<file path="config.mk">
export PLATFORM = sky130hd
export DESIGN_NAME = button_event_counter
export DESIGN_NICKNAME = d
export VERILOG_FILES = /design/src/rtl/button_event_counter.sv
export SDC_FILE = /design/constraint.sdc
export NUM_CORES = 1
export LEC_CHECK = 0
export BUFFER_PORTS_ARGS = -buffer_cell sky130_fd_sc_hd__clkbuf_2
export CORE_ASPECT_RATIO = 1.5
export CORE_UTILIZATION = 45
export CTS_BUF_LIST = sky130_fd_sc_hd__clkbuf_4
export DETAILED_ROUTE_END_ITERATION = 8
export GPL_TIMING_DRIVEN = 0
export SKIP_LAST_GASP = 1
export SYNTH_ARGS = -nofsm -noshare
export SYNTH_HDL_FRONTEND = slang
export SYNTH_SLANG_ARGS = --single-unit
</file>
<file path="constraint.sdc">
create_clock -name CLK100MHZ -period 5.19 [get_ports CLK100MHZ]
set_input_delay 1.038 -clock CLK100MHZ [delete_from_list [all_inputs] [get_ports CLK100MHZ]]
set_output_delay 1.038 -clock CLK100MHZ [all_outputs]
set_load 0.05 [all_outputs]
</file>
<file path="src/rtl/button_event_counter.sv">
// Three-button up/down/clear event counter with debounce and an 8-digit multiplexed hex display.
// Optional leading-zero blanking is enabled by defining BUTTON_COUNTER_LZB_EN.
module button_event_counter #(
  parameter int WIDTH           = 32,
  parameter int DEBOUNCE_CYCLES = 1000000,
  parameter int SCAN_CYCLES     = 12500,
  parameter int SATURATE        = 0
) (
  input  logic             CLK100MHZ,
  input  logic             RST,
  input  logic             btn_inc,
  input  logic             btn_dec,
  input  logic             btn_clr,
  output logic [WIDTH-1:0] count,
  output logic             wrap,
  output logic [7:0]       AN,
  output logic [6:0]       seg,
  output logic             DP
);

  localparam int DIGITS = WIDTH / 4;
  localparam int DBW    = $clog2(DEBOUNCE_CYCLES + 1);
  localparam int SW     = (SCAN_CYCLES > 1) ? $clog2(SCAN_CYCLES) : 1;

  localparam logic [DBW-1:0]   DB_LAST   = DBW'(DEBOUNCE_CYCLES - 1);
  localparam logic [SW-1:0]    SCAN_LAST = SW'(SCAN_CYCLES - 1);
  localparam logic [3:0]       DIGITS_L  = 4'(DIGITS);
  localparam logic [WIDTH-1:0] ALL_ONES  = '1;

  localparam int B_INC = 0;
  localparam int B_DEC = 1;
  localparam int B_CLR = 2;

  logic [2:0]     raw;
  logic [2:0]     sync_a;
  logic [2:0]     sync_b;
  logic [2:0]     level;
  logic [2:0]     level_q;
  logic [2:0]     armed;
  logic [2:0]     press;
  logic [1:0]     warm;
  logic [DBW-1:0] stable_cnt [3];

  assign raw = {btn_clr, btn_dec, btn_inc};

  // A button only becomes armed once its synchronised level has been seen low after reset,
  // so a button held through reset cannot register a press until it is released.
  always_ff @(posedge CLK100MHZ or posedge RST) begin
    if (RST) begin
      sync_a  <= '0;
      sync_b  <= '0;
      level   <= '0;
      level_q <= '0;
      armed   <= '0;
      warm    <= '0;
      // NOTE: the stability counters are individual flops, not a RAM, so they clear on reset.
      for (int i = 0; i < 3; i++) stable_cnt[i] <= '0;
    end else begin
      sync_a  <= raw;
      sync_b  <= sync_a;
      level_q <= level;
      warm    <= {warm[0], 1'b1};
      for (int i = 0; i < 3; i++) begin
        if (sync_b[i] == level[i]) begin
          stable_cnt[i] <= '0;
        end else if (stable_cnt[i] == DB_LAST) begin
          level[i]      <= sync_b[i];
          stable_cnt[i] <= '0;
        end else begin
          stable_cnt[i] <= stable_cnt[i] + DBW'(1);
        end
        if (warm[1] && !sync_b[i]) armed[i] <= 1'b1;
      end
    end
  end

  assign press = level & ~level_q & armed;

  always_ff @(posedge CLK100MHZ or posedge RST) begin
    if (RST) begin
      count <= '0;
      wrap  <= 1'b0;
    end else begin
      // NOTE: non-blocking default; a later assignment in this block overrides it for the cycle.
      wrap <= 1'b0;
      if (press[B_CLR]) begin
        count <= '0;
      end else if (press[B_INC] && press[B_DEC]) begin
        count <= count;
      end else if (press[B_INC]) begin
        if (count == ALL_ONES) begin
          wrap <= 1'b1;
          if (SATURATE == 0) count <= '0;
        end else begin
          count <= count + WIDTH'(1);
        end
      end else if (press[B_DEC]) begin
        if (count == '0) begin
          wrap <= 1'b1;
          if (SATURATE == 0) count <= ALL_ONES;
        end else begin
          count <= count - WIDTH'(1);
        end
      end
    end
  end

  logic [SW-1:0] scan_cnt;
  logic [2:0]    digit;
  logic          tick;

  assign tick = (scan_cnt == SCAN_LAST);

  always_ff @(posedge CLK100MHZ or posedge RST) begin
    if (RST) begin
      scan_cnt <= '0;
      digit    <= '0;
    end else if (tick) begin
      scan_cnt <= '0;
      digit    <= digit + 3'd1;
    end else begin
      scan_cnt <= scan_cnt + SW'(1);
    end
  end

  logic [31:0] count_pad;
  logic [3:0]  nibble;
  logic [6:0]  glyph;
  logic        blank;
  logic        lz_blank;

  assign count_pad = 32'(count);

`ifdef BUTTON_COUNTER_LZB_EN
  logic [2:0] msd;

  always_comb begin
    msd = '0;
    for (int i = 1; i < DIGITS; i++) begin
      if (count_pad[4*i +: 4] != 4'h0) msd = 3'(i);
    end
  end

  assign lz_blank = (digit > msd);
`else
  assign lz_blank = 1'b0;
`endif

  // NOTE: every always_comb output gets a default first so no latch is inferred.
  always_comb begin
    nibble = count_pad[{digit, 2'b00} +: 4];
    blank  = ({1'b0, digit} >= DIGITS_L) || lz_blank;
    glyph  = 7'h7F;
    case (nibble)
      4'h0: glyph = 7'h40;
      4'h1: glyph = 7'h79;
      4'h2: glyph = 7'h24;
      4'h3: glyph = 7'h30;
      4'h4: glyph = 7'h19;
      4'h5: glyph = 7'h12;
      4'h6: glyph = 7'h02;
      4'h7: glyph = 7'h78;
      4'h8: glyph = 7'h00;
      4'h9: glyph = 7'h10;
      4'hA: glyph = 7'h08;
      4'hB: glyph = 7'h03;
      4'hC: glyph = 7'h46;
      4'hD: glyph = 7'h21;
      4'hE: glyph = 7'h06;
      4'hF: glyph = 7'h0E;
      default: glyph = 7'h7F;
    endcase
  end

  // Anodes and cathodes load together at the start of each slot.
  always_ff @(posedge CLK100MHZ or posedge RST) begin
    if (RST) begin
      AN  <= 8'hFF;
      seg <= 7'h7F;
    end else if (tick) begin
      if (blank) begin
        AN  <= 8'hFF;
        seg <= 7'h7F;
      end else begin
        AN  <= ~(8'd1 << digit);
        seg <= glyph;
      end
    end
  end

  assign DP = 1'b1;

endmodule

</file>
==> impl.org, run 1 <==
** Status
- The run finished with clean final reports.

** Placed design
- Once detailed placement completed, the half-perimeter wirelength came to 17170 um.
- Number of placed instances, taps included :: 1240
- In this run the cell area measured after placement is 9034 um^2.
- Input and output buffers added on the ports amount to 52.
- Prior to clock tree synthesis, the placed netlist has a worst setup slack of 1.721 ns.
- Placer's final routability congestion estimate :: 0.9817

** Routing
- Number of DRC markers in iteration 0 :: 494
- Average wire per standard cell :: 18.66 um
- Wirelength, routed :: 23770 um
- Number of detailed-route iterations in the first pass :: 8
- Vias per inst :: 5.806
- DR DRC count :: 0
- The final route contains 7397 vias.
- ANT nets after route :: 0

** Clock network
- The number of clock buffers added by TritonCTS is 17.
- The later pin in the worst-skew pair is clocked with a latency of 0.58 ns.
- Clock Root Buffer :: sky130_fd_sc_hd__clkbuf_4
- The longest clock path from root to sink contains 2 buffers.
- Clock sinks :: 142
- Clk slew on worst S/H paths :: 0.13 ns
- In this run, post-CTS repair resized a total of 0 instances.
- CTS built an H-tree with a depth of 4.
- In this run, post-CTS hold repair placed 0 buffers.
- Post-CTS Setup Bufs :: 0
- TritonCTS built the clock tree.

** Layout
- After the last flow step, the layout net total stands at 1036.
- From synthesis to final layout, the design area changed by 11.39%.
- Post-route design area :: 9371 um^2
- In the final layout, the share of cells above drive strength 1 is 13.66%.
- Final instance count without filler cells :: 1274

** Timing
- The final critical path takes up 72.20% of the cycle.
- Number of failing setup endpoints in the final timing report :: 0
- Final hold analysis gives a worst-case slack of 0.3608 ns.
- Slew Viols, Final :: 0
- Setup repair after global routing left no endpoint under its margin.
- The number of hold violations in the final report is 0.
- After layout, the worst setup slack is 1.443 ns.
- The worst path needs 3.747 ns of the cycle, external delays included.
- At the pin with the least slew margin, the transition time is 1.219 ns.
- Peak clock frequency supported by timing :: 266.9 MHz
- Clock skew on the completed layout was measured at 0.02648 ns.
- In this run the tightest slew margin relative to its limit is 18.14%.

** Synth
- In the post-synthesis netlist, the cell with the most instances is sky130_fd_sc_hd__dfrtp_1.
- In the synthesized netlist, the number of instances is 937.
- Multiplexer share of the synthesized area :: 3.584%
- Leading post-synthesis cells by instance count :: sky130_fd_sc_hd__dfrtp_1 (127), sky130_fd_sc_hd__nor2_1 (126), sky130_fd_sc_hd__nand2_1 (86)
- Post-synth top area cell :: sky130_fd_sc_hd__dfrtp_1
- Area share of the largest cell type after synthesis :: 37.78%
- Predominant post-synthesis flop cell :: sky130_fd_sc_hd__dfrtp_1
- In the synthesized netlist the async set-or-reset flop fraction comes to 100.0%.
- Dominant cells by area after synthesis :: sky130_fd_sc_hd__dfrtp_1 (38%), sky130_fd_sc_hd__nor2_1 (5.6%), sky130_fd_sc_hd__xor2_1 (5.0%)
- Xor/xnor cell area share of the yosys netlist :: 9.786%
- Ys Warns :: 0
- Mean area per synthesized cell :: 8.979 um^2
- Simple-gate share of the synthesized area :: 24.81%
- Compound-gate portion of the synthesized area :: 12.39%
- Number of synthesized register bits :: 142
- Post-Synth Adder-Cell Area :: 2.826%
- After synthesis, the largest family of logic cells by area is simple AND/OR/NAND/NOR gates.
- Counting flops with a built-in enable in the synthesized netlist gives 0.
- Post-synthesis instance area :: 8413 um^2
- The netlist uses 70 different library cells.
- Sequential-to-total area share from yosys stat :: 42.46%

** Power
- Summed over all cells, the static leakage comes to 3.973 nW.
- Peak VDD IR :: 0.2197 mV
- Int Power :: 1.522 mW
- Switching portion of total power :: 23.77%
- Clock share of power :: 41.3%
- Power density relative to cell area :: 213.1 nW/um^2
- In this run the power spent charging and discharging nets is 0.4749 mW.
- The share of total power dissipated in sequential elements is 56.2%.
- Combinational fraction of design power :: 2.5%

** GRT
- Gr ovfl total :: 0
- Met3 routing resource usage after global routing :: 5.321%
- Met1 capacity usage during global routing :: 29.40%
- Entering global routing, the biggest net connects 80 pins.
- Initial antenna violation count :: 1
- Vias in the first global route :: 7269
- Global routing consumed, on the met2 layer, 44.67% of the routing resources.
- In this run the most used layer during global routing was met2.
- Wire length of the first global-routing pass :: 37980 um
- For this run, the total global-route usage over all layers was measured as 25.77%.

** Die
- Die Y :: 169.5 um
- Die boundary width :: 113.6 um
- The initialized floorplan defines 60 standard-cell rows.
- 54 I/O pins were placed.
- The floorplan step defined a die boundary enclosing 19260 um^2.
- Starting Density :: 46.50%
- The core region is 18090 um^2.

** Worst hold path
- The worst hold path begins at warm[0].
- The tightest min-delay check is of the register to register type.
- Worst hold stages :: 0

** Critical path
- STA classifies the critical path endpoint as a register.
- The startpoint identified for the worst register-to-register timing path is count[12].
- Critical Path RT :: 5.66 ns
- STA puts the critical path data arrival time at 4.22 ns.
- Worst Path Max Fanout :: 10
- STA classifies the critical path startpoint as a register.
- Origin of the worst setup path :: count[12]
- Worst setup path endpoint :: count[27]
- Across all register-to-register paths, the minimum setup slack is 1.44 ns.
- Reg2Reg Depth :: 7
- By startpoint and endpoint, the worst setup path is classified as register to register.
- R2R Path End :: count[27]

** Run
- Number of violations of the max-capacitance limit :: 0
-- critical path, cell delays in order, from the launching register on --
cell and delay (ns):
sky130_fd_sc_hd__dfrtp_1 0.40, sky130_fd_sc_hd__clkbuf_1 0.23, sky130_fd_sc_hd__nor4_1 0.56, sky130_fd_sc_hd__nand4_1 0.51
sky130_fd_sc_hd__nor4_1 1.07, sky130_fd_sc_hd__nor2_1 0.26, sky130_fd_sc_hd__buf_2 0.31, sky130_fd_sc_hd__a311oi_1 0.29
-- cell usage in the layout, fill, tap and decap left out, types with 5 or more instances in the layout --
cell type,Yosys,final
sky130_fd_sc_hd__a21o_1,5,5
sky130_fd_sc_hd__a21oi_1,21,21
sky130_fd_sc_hd__a31oi_1,16,16
sky130_fd_sc_hd__a32o_1,7,7
sky130_fd_sc_hd__and2_1,6,6
sky130_fd_sc_hd__and3_1,11,11
sky130_fd_sc_hd__and4_1,11,11
sky130_fd_sc_hd__buf_2,5,5
sky130_fd_sc_hd__clkbuf_1,48,48
sky130_fd_sc_hd__clkbuf_2,1,54
sky130_fd_sc_hd__clkbuf_4,0,19
sky130_fd_sc_hd__dfrtp_1,127,127
sky130_fd_sc_hd__dfstp_2,15,15
sky130_fd_sc_hd__ha_1,19,19
sky130_fd_sc_hd__inv_1,27,26
sky130_fd_sc_hd__mux2_2,6,6
sky130_fd_sc_hd__mux2i_1,5,5
sky130_fd_sc_hd__mux4_2,7,7
sky130_fd_sc_hd__nand2_1,86,86
sky130_fd_sc_hd__nand3_1,51,51
sky130_fd_sc_hd__nand3b_1,5,5
sky130_fd_sc_hd__nand4_1,27,27
sky130_fd_sc_hd__nor2_1,126,126
sky130_fd_sc_hd__nor3_1,30,30
sky130_fd_sc_hd__nor4_1,25,24
sky130_fd_sc_hd__o21ai_0,43,43
sky130_fd_sc_hd__o22ai_1,7,7
sky130_fd_sc_hd__o31ai_1,10,10
sky130_fd_sc_hd__or2_2,5,5
sky130_fd_sc_hd__or3_1,12,12
sky130_fd_sc_hd__or4_1,5,5
sky130_fd_sc_hd__xnor2_1,46,46
sky130_fd_sc_hd__xor2_1,48,48
-- worst min-delay path by stage --
stage,end,slack (ns)
2_1_floorplan,sync_b[0],0.33
3_3_place_gp,warm[1],0.34
3_5_place_dp,warm[1],0.34
4_1_cts,warm[1],0.36
5_1_grt,warm[1],0.38
6_report,warm[1],0.36
-- logic make-up (layout without fill, tap and decap cells) --
logic type,after synthesis,count (layout)
mux,19,19
other cells,1,3
xor+xnor,94,94
flops,142,142
simple gates,421,421
fa+ha+maj,19,19
buf+inv,85,172
compound gates,156,156
-- per-layer routing --
layer | wire, um | share of wire (%)
met5 | 0 | 0
met4 | 1150 | 4.8
met3 | 1389 | 5.8
met2 | 11810 | 50
met1 | 9420 | 40
-- through the flow --
step | setup TNS (ns) | util (%) | power, mW
floorplan | 0 | - | 1.178
global placement | -170.32 | 49.68 | 1.192
detailed placement | 0 | 49.93 | 1.196
CTS | 0 | 51.76 | 2.031
global route | 0 | 51.80 | 2.079
finish | 0 | 51.80 | 1.997
-- power groups by stage --
| stage | Combinational (mW) | Clock, mW | Sequential, mW |
|---|---|---|---|
| 2_1_floorplan | 0.0360 | 0 | 1.14 |
| 3_3_place_gp | 0.0486 | 0 | 1.14 |
| 3_5_place_dp | 0.0521 | 0 | 1.14 |
| 4_1_cts | 0.0522 | 0.856 | 1.12 |
| 5_1_grt | 0.0586 | 0.896 | 1.12 |
| 6_report | 0.0494 | 0.825 | 1.12 |
-- cell type report --
class	instances	area [um^2]
flip-flops and latches	142	3572
multi-input cells	711	4506
clock inverters	13	187.7
repair buffers	55	300.3
fillers	1795	8721
diodes	1	2.502
clock buffers	19	142.6
inverters	28	110.1
well taps	248	310.3
plain buffers	57	240.2
-- state kept, by name, indices dropped and copies added (netlist names) --
signal and flops:
wrap 1, digit 3, level 3, sync_b 3, stable_cnt 60, count 32
warm 2, armed 3, level_q 3, sync_a 3, scan_cnt 14, AN 8
seg 7
(Power assumes the default switching activity.)
==> run 2, diff against run 1 <==
Clock period 5.19 ns to 3 ns, I/O delays scaled along.
==> run 2 against run 1 <==
  * The flow now finishes with violations (setup timing)
  * Clock power grew 47%
  * Global-route usage increased by 0.34 points
  * Non-clock buffer count is 3 higher
  * Via count is 0.88% higher
  * Power up 63%
  * Sequential share of layout area shrank 0.42 points
  * Die area unchanged
  * Clock-buffer cell count grew 1
  * Flip-flop and latch count stayed put
  * Sequential power grew 73%
  * Cell area rose by 1.2%
  * Critical path depth unchanged
  * Critical path type unchanged
  * Highest routed layer unchanged
==> impl.org, run 2 (synthesis results as in run 1) <==
** Timing
- The share of the cycle needed by the critical path after routing is 101.6% (was 72.20%).
- The final worst setup slack was -0.04769 ns (was 1.443 ns).
- The actual slew at the worst max-slew pin was 1.215 ns (was 1.219 ns).
- Number of failing setup endpoints in the final timing report :: 4 (was 0)
- Time the final worst path needs with I/O delays and setup :: 3.048 ns (was 3.747 ns)
- Final hold violations :: 0 (unchanged)
- Unrepaired setup endpoints after global routing: true (was false).
- The aggregate negative setup slack is -0.08741 ns (was 0 ns).
- The highest clock rate was 328.1 MHz (was 266.9 MHz).
- The maximum clock skew at final layout was 0.03065 ns (was 0.02648 ns).
- Worst slew margin relative to its limit :: 18.35% (was 18.14%)
- Worst slack on hold paths :: 0.1011 ns (was 0.3608 ns)
- The number of pins exceeding their max-slew limit in the final report is 0 (unchanged).

** Worst hold path
- Type of the most critical hold path :: input port to async pin (was register to register)

** Placed design
- Placement Cell Area :: 9070 um^2 (was 9034 um^2)
- The routability congestion estimate from global placement came to 0.9614 (was 0.9817).
- HPWL Detailed :: 17320 um (was 17170 um)
- PortBufs :: 52 (unchanged)

** Routing
- The average wire per cell in the routed design is 18.76 um (was 18.66 um).
- DR DRC count :: 0 (unchanged)
- Number of detailed-route iterations in the first pass :: 8 (unchanged)
- ANT nets after route :: 0 (unchanged)
- The via count normalized by instance count was 5.848 (was 5.806).
- The violation count after the first detailed-routing iteration is 519 (was 494).
- Wirelength, routed :: 23940 um (was 23770 um)
- Number of vias in the routed layout :: 7462 (was 7397)

** GRT
- Vias in the first global route :: 7334 (was 7269)
- Overall track demand over capacity in global routing :: 26.11% (was 25.77%)
- Largest net degree at the start of global routing :: 41 (was 80)
- Wire length of the first global-routing pass :: 38500 um (was 37980 um)
- The residual overflow from global routing was 0 (unchanged).
- The initial antenna violation count was 1 (unchanged).

** Critical path
- Reg-to-Reg Start :: count[11] (was count[12])
- Startpoint class of the critical path :: register (unchanged)
- Origin of the worst setup path :: count[11] (was count[12])
- The critical path's top delay family is simple AND/OR/NAND/NOR gates (unchanged).
- CP bufs+invs :: 2 (unchanged)
- Category of the most critical setup path :: register to register (unchanged)
- Cells along the critical path: clkbuf_1 -> and4_1 -> nand3_1 -> nor4_1 -> buf_2 -> o21ai_0 -> a32o_1 (was clkbuf_1 -> nor4_1 -> nand4_1 -> nor4_1 -> nor2_1 -> buf_2 -> a311oi_1).
- The arrival time at the worst endpoint came to 3.50 ns (was 4.22 ns).
- Type of element capturing the critical path :: register (unchanged)
- The maximum cell stage delay along the critical path came to 0.76 ns (was 1.07 ns).
- The worst-path maximum fanout was 10 (unchanged).
- Critical Path RT :: 3.45 ns (was 5.66 ns)
- Cell type of the slowest stage on the worst timing path :: sky130_fd_sc_hd__nor4_1 (unchanged)

** Clock network
- The clock root buffer is sky130_fd_sc_hd__clkbuf_4 (unchanged).
- Buffers from clock root to sink, at most :: 2 (unchanged)
- Clk slew on worst S/H paths :: 0.13 ns (about the same)
- H-tree depth reported by CTS :: 4 (unchanged)
- The CTS tree was yes (unchanged).
- The number of sinks driven by the clock tree came to 142 (unchanged).
- Number of buffers inserted during clock tree synthesis :: 17 (unchanged)
- Worst-skew pair later-pin latency :: 0.58 ns (about the same)

** Power
- The sequential fraction of design power is 59.8% (was 56.2%).
- Peak VDD IR :: 0.3083 mV (was 0.2197 mV)
- Static Leak :: 4.016 nW (was 3.973 nW)
- Combinational fraction of design power :: 2.8% (was 2.5%)
- Switching portion of total power :: 23.98% (was 23.77%)
- Clock share of power :: 37.4% (was 41.3%)
- The net switching component of the power came to 0.7785 mW (was 0.4749 mW).
- Power density relative to cell area :: 342.3 nW/um^2 (was 213.1 nW/um^2)
- The total power after layout is 3.246 mW (was 1.997 mW).
- Int Power :: 2.468 mW (was 1.522 mW)

** Die
- Die boundary width :: 113.6 um (unchanged)
- Starting Density :: 46.50% (unchanged)
- Number of placed I/O pins :: 54 (unchanged)
- The placeable core region is 18090 um^2 (unchanged).
- Standard-cell rows :: 60 (unchanged)
- Total Die Area :: 19260 um^2 (unchanged)
- Die Y :: 169.5 um (unchanged)

** Layout
- Highest-count cells in the layout ignoring fill and taps :: sky130_fd_sc_hd__nor2_1 (126), sky130_fd_sc_hd__dfrtp_1 (125), sky130_fd_sc_hd__nand2_1 (85) (was sky130_fd_sc_hd__dfrtp_1 (127), sky130_fd_sc_hd__nor2_1 (126), sky130_fd_sc_hd__nand2_1 (86))
- Max FFs per register :: 60 (unchanged)
- Nets@finish :: 1039 (was 1036)
- The most common cell after layout, fill and taps aside is sky130_fd_sc_hd__nor2_1 (was sky130_fd_sc_hd__dfrtp_1).
- The area of all placed cells without fillers came to 9483 um^2 (was 9371 um^2).
- The fraction of final layout cells with drive strength greater than 1 came to 15.68% (was 13.66%).
- Registers with the highest flip-flop counts: stable_cnt (60), count (32), scan_cnt (14) (unchanged).
- Signed area change from the synthesized netlist to the final layout :: 12.72% (was 11.39%)
- Largest register by flop count :: stable_cnt (unchanged)
- The final core area utilization is 52.41% (was 51.80%).

** Status
- Run status: complete, but fails checks (was completed).
- The final reports fail on setup timing.

** Run
- Number of violations of the max-capacitance limit :: 0 (unchanged)
run 2: cell types whose count changed in the layout (fill, tap and decap cells not counted), moves of 3 or more:
cell and delta:
sky130_fd_sc_hd__clkinv_1 +3, sky130_fd_sc_hd__clkbuf_2 +3, sky130_fd_sc_hd__clkbuf_1 -6, sky130_fd_sc_hd__nor3_2 +3, sky130_fd_sc_hd__nor4_4 +4, sky130_fd_sc_hd__buf_12 +3
sky130_fd_sc_hd__nor3_1 -4, sky130_fd_sc_hd__buf_4 +3, sky130_fd_sc_hd__nor4_1 -6
run 2: power by group through the flow:
stage | sequential, mW | clock [mW] | combinational [mW]
after global routing | 1.94 | 1.33 | 0.107
after detailed placement | 1.98 | 0 | 0.0946
final | 1.94 | 1.21 | 0.0898
after CTS | 1.94 | 1.26 | 0.0948
after global placement | 1.98 | 0 | 0.0846
after floorplan | 1.98 | 0 | 0.0626
run 2: metal layers:
layer / vias to the layer above / share of wire, % / GRT usage, %
met1: 3535 / 39 / 30.16
met5: - / 0 / 0
met3: 91 / 6.3 / 5.214
met2: 316 / 50 / 44.72
li1: 3520 / - / -
met4: 0 / 4.6 / 14.99
run 2: what timing repair did:
action,in CTS,in global routing
buffers inserted,3,0
gates resized for setup,6,23
hold buffers,0,0
endpoints found under the setup margin,21,23
pin swaps,1,1
run 2: final cells by class:
cell class,count,area (um^2)
antenna,1,2.502
buffer,55,237.7
clock buffer,20,150.1
clock inverter,11,118.9
fill,1761,8610
inverter,28,108.9
multi-input combinational,711,4624
sequential,142,3575
tap,248,310.3
timing repair buffer,60,355.3
run 2: path summary, 6_finish.rpt:
path	endpoint	slack, ns	cells past startpoint
max	count[23]	-0.05	7
min	scan_cnt[4]	0.10	2
max reg2reg	count[23]	-0.05	7
min reg2reg	warm[1]	0.36	0
max in group asynchronous	armed[1]	2.01	4
min in group CLK100MHZ	sync_a[0]	0.13	1
run 2: worst register-to-register path, cell delays in order (launching register included):
cell and delay, ns:
sky130_fd_sc_hd__dfrtp_1 0.43, sky130_fd_sc_hd__clkbuf_1 0.39, sky130_fd_sc_hd__and4_1 0.40, sky130_fd_sc_hd__nand3_1 0.21, sky130_fd_sc_hd__nor4_1 0.76, sky130_fd_sc_hd__buf_2 0.32, sky130_fd_sc_hd__o21ai_0 0.11, sky130_fd_sc_hd__a32o_1 0.31
run 2: per-stage QoR:
| step | setup slack, ns | instances |
|---|---|---|
| finish | -0.04769 | 1276 |
| global route | -0.02568 | 1276 |
| CTS | 0.01568 | 1277 |
| detailed placement | -0.4426 | 1243 |
| global placement | -0.5295 | 1238 |
| floorplan | 0.1872 | 938 |
